[config.mk]
export PLATFORM = sky130hd
export DESIGN_NAME = pipe_hazard_ctrl_ysyx_23060136
export DESIGN_NICKNAME = d
export VERILOG_FILES = /design/src/rtl/pipe_hazard_ctrl_ysyx_23060136.sv
export SDC_FILE = /design/constraint.sdc
export NUM_CORES = 1
export LEC_CHECK = 0
export BUFFER_PORTS_ARGS = -buffer_cell sky130_fd_sc_hd__buf_2
export CORE_AREA = 2 2 88 90
export CTS_CLUSTER_SIZE = 40
export DETAILED_ROUTE_END_ITERATION = 6
export DIE_AREA = 0 0 90 92
export PLACE_DENSITY = 0.7
export SYNTH_ARGS = -nofsm -noshare
export SYNTH_HDL_FRONTEND = slang
export SYNTH_SLANG_ARGS = --single-unit
[constraint.sdc]
create_clock -name clk -period 6.5 [get_ports clk]
set_input_delay 1.625 -clock clk [delete_from_list [all_inputs] [get_ports clk]]
set_output_delay 1.625 -clock clk [all_outputs]
set_load 0.05 [all_outputs]
[src/rtl/pipe_hazard_ctrl_ysyx_23060136.sv]
// ---------------------------------------------------------------------------
// pipe_hazard_ctrl_ysyx_23060136
//
// Central stall/flush controller for the five-stage core. It drives every
// hold and bubble strobe used by the IF/ID, ID/EX, EX/MEM and MEM/WB segment
// registers:
//   * load-use hazard between the load in EX and its consumer in ID,
//   * branch redirects resolved in EX (deferred while the LSU is busy),
//   * whole-pipeline hold while a multi-cycle LSU access is outstanding.
// The strobes are mutually qualified, so a segment register never sees a
// flush and a stall for itself in the same cycle.
//
// Ports
//   clk, rst                     core clock, synchronous active-high reset
//   IDU_rs1/rs2, IDU_use_rs1/rs2 source registers of the ID instruction
//   EXU_rd, EXU_write_gpr,       destination / write / load flags of the
//   EXU_mem_to_reg                 EX instruction
//   BRANCH_taken                 one-cycle redirect pulse from EX
//   LSU_req, LSU_done            MEM-stage access request / completion pulse
//   stallIF/ID/EX/MEM            hold PC, IF/ID, ID/EX, EX/MEM
//   flushIF/ID/MEM               bubble into IF/ID, ID/EX, MEM/WB
//   stall_cycles                 count of cycles with stallIF=1 (wrapping)
//   flush_events                 count of applied redirects (wrapping)
// ---------------------------------------------------------------------------
module pipe_hazard_ctrl_ysyx_23060136 #(
  parameter int CNT_W = 32
) (
  input  logic             clk,
  input  logic             rst,
  input  logic [4:0]       IDU_rs1,
  input  logic [4:0]       IDU_rs2,
  input  logic             IDU_use_rs1,
  input  logic             IDU_use_rs2,
  input  logic [4:0]       EXU_rd,
  input  logic             EXU_write_gpr,
  input  logic             EXU_mem_to_reg,
  input  logic             BRANCH_taken,
  input  logic             LSU_req,
  input  logic             LSU_done,
  output logic             stallIF,
  output logic             stallID,
  output logic             stallEX,
  output logic             stallMEM,
  output logic             flushIF,
  output logic             flushID,
  output logic             flushMEM,
  output logic [CNT_W-1:0] stall_cycles,
  output logic [CNT_W-1:0] flush_events
);

  localparam logic [CNT_W-1:0] CNT_ONE = {{(CNT_W-1){1'b0}}, 1'b1};

  typedef enum logic [0:0] {
    IDLE = 1'b0,
    WAIT = 1'b1
  } lsu_state_t;

  lsu_state_t state;
  lsu_state_t state_next;

  logic mem_busy;
  logic load_use;
  logic branch_pend;
  logic branch_any;
  logic redirect;

  // A load in EX whose result is read by the instruction in ID. x0 is never
  // a real dependency because writes to it are discarded.
  function automatic logic detect_load_use(
    input logic [4:0] rs1,
    input logic [4:0] rs2,
    input logic       use_rs1,
    input logic       use_rs2,
    input logic [4:0] rd,
    input logic       write_gpr,
    input logic       mem_to_reg
  );
    logic hit1;
    logic hit2;
    hit1 = use_rs1 && (rs1 == rd);
    hit2 = use_rs2 && (rs2 == rd);
    return mem_to_reg && write_gpr && (rd != 5'd0) && (hit1 || hit2);
  endfunction

  // ---- LSU FSM: state register ----
  always_ff @(posedge clk) begin
    if (rst) begin
      state <= IDLE;
    end else begin
      state <= state_next;
    end
  end

  // ---- LSU FSM: next-state logic ----
  // A request completing in the same cycle it is presented is a zero-wait
  // access and never leaves IDLE. Once in WAIT only LSU_done releases the
  // FSM, even if LSU_req drops, so an access is never abandoned.
  always_comb begin
    state_next = state;
    case (state)
      IDLE:    if (LSU_req && !LSU_done) state_next = WAIT;
      WAIT:    if (LSU_done)             state_next = IDLE;
      default:                           state_next = IDLE;
    endcase
  end

  // ---- LSU FSM: output logic ----
  always_comb begin
    mem_busy = 1'b0;
    case (state)
      IDLE:    mem_busy = LSU_req && !LSU_done;
      WAIT:    mem_busy = !LSU_done;
      default: mem_busy = 1'b0;
    endcase
  end

  assign load_use = detect_load_use(IDU_rs1, IDU_rs2, IDU_use_rs1, IDU_use_rs2,
                                    EXU_rd, EXU_write_gpr, EXU_mem_to_reg);

  // A redirect seen while memory is busy is remembered and applied in the
  // cycle mem_busy falls. Further pulses during the wait merge into the same
  // pending redirect, so only one flush is ever issued for them.
  assign branch_any = BRANCH_taken || branch_pend;
  assign redirect   = branch_any && !mem_busy;

  // ---- pending-branch register ----
  always_ff @(posedge clk) begin
    if (rst) begin
      branch_pend <= 1'b0;
    end else begin
      branch_pend <= branch_any && mem_busy;
    end
  end

  // ---- stall/flush resolution ----
  // Priority: memory hold > redirect > load-use. A redirect wins over a
  // load-use because the dependent instruction is squashed anyway. flushID is
  // never raised together with stallEX, so ID/EX can give its flush priority
  // over its own load without conflict.
  always_comb begin
    stallIF  = 1'b0;
    stallID  = 1'b0;
    stallEX  = 1'b0;
    stallMEM = 1'b0;
    flushIF  = 1'b0;
    flushID  = 1'b0;
    flushMEM = 1'b0;
    if (!rst) begin
      if (mem_busy) begin
        stallIF  = 1'b1;
        stallID  = 1'b1;
        stallEX  = 1'b1;
        stallMEM = 1'b1;
        flushMEM = 1'b1;
      end else if (redirect) begin
        flushIF  = 1'b1;
        flushID  = 1'b1;
      end else if (load_use) begin
        stallIF  = 1'b1;
        stallID  = 1'b1;
        flushID  = 1'b1;
      end
    end
  end

  // ---- performance counters ----
  // Both wrap naturally at 2^CNT_W. The redirect term is gated with rst so
  // nothing is counted while reset holds the outputs low.
  always_ff @(posedge clk) begin
    if (rst) begin
      stall_cycles <= '0;
      flush_events <= '0;
    end else begin
      if (stallIF) begin
        stall_cycles <= stall_cycles + CNT_ONE;
      end
      if (redirect) begin
        flush_events <= flush_events + CNT_ONE;
      end
    end
  end

endmodule

==> results.md <==
- Outcome: complete, no violations
- GRT overflow: 0
- CP Max Fanout: 3
- Root Buffer: clkbuf_8
- IO Pins: 95
- Share of the yosys chip area belonging to registers: 40.9%
- # DRC: 0
- Diode count: 0
- Die Area: 8280 um2
- Simple-Gate Fraction of Synth Area: 30.2%
- Final hold vios: 0
- Period utilization: 71.3%
- Syn_area_per_cell: 8.36 um2
- Reg2reg start: stall_cycles[0]
- Worst EP required: 4880 ps
- Multiplexer share of the synthesized area: 0.659%
- Skew final: 6.31 ps
- Largest net degree at the start of global routing: 62
- Drt pass-1 iters: 4
- Final ANT Viol Nets: 0
- Pwr Total: 0.883 mW
- # Max-Cap Violations: 0
- Global-route wire length before repair: 13,000 um
- Largest cells by area after synthesis: dfxtp_1 (41%), a21oi_1 (5.7%), xor2_1 (5.7%), or3_1 (5.2%), nor2_1 (4.8%)
- Rel. slew slack: 25.1%
- CORE AREA: 7450 um2
- Yosys reg bits: 66
- RSZ-0062 raised after global routing: false
- Area Growth Syn to Fin: 22.4%
- Final #Nets: 497
- Xor and xnor fraction of the mapped netlist area: 9.77%
- Clock transition at path regs: 70 ps
- Wire per inst: 13.3 um
- Most used DFF post-synth: dfxtp_1
- Yosys top cell area share: 40.9%
- Insertion delay to the later sink of the worst-skew pair: 340 ps
- Pwr Density: 224 nW/um2
- WL final: 7690 um
- F_max: 0.216 GHz
- VDD IR max: 0.126 mV
- CP startpoint: EXU_rd[1]
- Largest family of logic cells by synthesized area: simple AND/OR/NAND/NOR gates
- Max H-tree Level: 3
- Syn Nets: 412
- Design area: 3950 um2
- Gate Count Post-Synth: 386
- PortBufs: 94
- Post-synth top area cell: dfxtp_1
- CTS max path bufs: 2
- Cell variety after synth: 41
- CTS resizes: 0
- Tmin final: 4630 ps
- Starting Density: 43.3%
- Worst Setup Start Kind: input port
- Die Wd: 90 um
- GPL Wtd Cong: 0.770
- Commonest cells after routing, fill and taps aside: buf_2 (94), dfxtp_1 (66), nor2_1 (41)
- Final setup TNS: 0 ps
- Hold WC Path Type: reg -> reg
- CTS buffer count: 9
- Slew @ Worst Pin: 1110 ps
- Post-Syn Area: 3230 um2
- Pins Over Slew Limit: 0
- Placed wire-length estimate: 5390 um
- Final setup viols: 0
- Antenna violations before repair: 0
- Worst r2r dst: stall_cycles[28]
- Row count: 32
- Number of DRC markers in iteration 0: 160
- Post-CTS Setup Bufs: 0
- Vias in the first global route: 2,907
- Placed inst area: 3720 um2
- Kind of critical path: in -> out
- R2r setup slk: 3820 ps
- Critical path arrival: 3010 ps
- Adder and majority cell fraction of the synthesized area: 0.775%
- Gr usage total: 18.9%
- Lkg Pwr: 1.54 nW
- Ratio of cells with drive above 1 in the final layout: 26.5%
- R2R depth: 7
- Endpoint class of the critical path: primary output
- Synth Area in Compound Gates: 13.3%
- Hold Buf Count CTS: 0
- Asr flop ratio synth: 0%
- DR vias: 3,061
- Die span in y: 92 um
- Ys Warns: 0
- CTS tree: built
- Commonest non-fill, non-tap cell in the layout: buf_2
- CTS sink cnt: 66
- Via density: 5.30
- Number of synthesized flops with an enable pin: 0
- Critical path endpoint: stallID
==> Yosys cell counts, types with 5 or more instances <==
master    number
and3_1         5
o31ai_1       11
or4_1         10
nand4_1       16
or3_1         27
a21oi_1       37
dfxtp_1       66
xnor2_1       15
buf_2          5
o21ai_0       24
nand2_1       29
nor2_1        41
nand3_1       23
clkbuf_1      10
xor2_1        21
==> metrics by stage <==
stage	util, %	hold slack (ps)	std cells	worst slack [ps]
5_1_grt	53.1	522	578	1750
6_report	53.1	487	578	1870
3_5_place_dp	49.9	481	562	1850
2_1_floorplan	-	499	386	1300
3_3_place_gp	49.9	468	562	1860
4_1_cts	53.1	491	578	1840
==> power breakdown <==
| group | total [mW] | internal, mW | switching, mW | leakage (nW) |
|---|---|---|---|---|
| registers | 0.410 | 0.407 | 0.00279 | 0.532 |
| logic | 0.0623 | 0.0187 | 0.0436 | 0.896 |
| clock network | 0.411 | 0.255 | 0.157 | 0.114 |
==> per-layer routing <==
metal / GRT usage [%] / routed length (um) / up-vias
met2: 32.6 / 3880 / 69
met3: 5.18 / 325 / 7
li1: - / - / 1560
met5: 0 / 0 / -
met4: 7.69 / 80 / 0
met1: 22.4 / 3400 / 1425
==> layout make-up <==
cell class / instances / area (um2)
Fill cell: 736 / 3500
Multi-Input combinational cell: 295 / 1770
Sequential cell: 66 / 1320
Timing Repair Buffer: 96 / 485
Clock buffer: 11 / 131
Tap cell: 102 / 128
Clock inverter: 5 / 103
Inverter: 3 / 11.3
==> kinds of logic (layout without fill, tap and decap cells) <==
logic type,Yosys count,count (layout)
xor+xnor,36,36
simple gates,179,179
compound gates,76,76
mux,2,2
buf+inv,25,115
fa+ha+maj,2,2
flops,66,66
==> sequential cells by signal, summed over array words and instances (netlist names) <==
signal,cells
branch_pend,1
flush_events,32
stall_cycles,32
state,1
==> how the worst min path moves through the flow <==
stage                          start          endpoint  slack (ps)  depth (start not counted)
floorplan                branch_pend       branch_pend         500                          2
global placement    stall_cycles[18]  stall_cycles[18]         470                          2
detailed placement   flush_events[1]   flush_events[1]         480                          2
CTS                  flush_events[1]   flush_events[1]         490                          2
global route         flush_events[1]   flush_events[1]         520                          2
finish               flush_events[1]   flush_events[1]         490                          2
==> critical path, cell delays in order <==
cell     delay [ps]
buf_2           130
or3_1           370
o311a_1         340
a31oi_4         200
nor2_1           90
buf_2           260
Note: power is estimated with default switching activity, not from simulation.
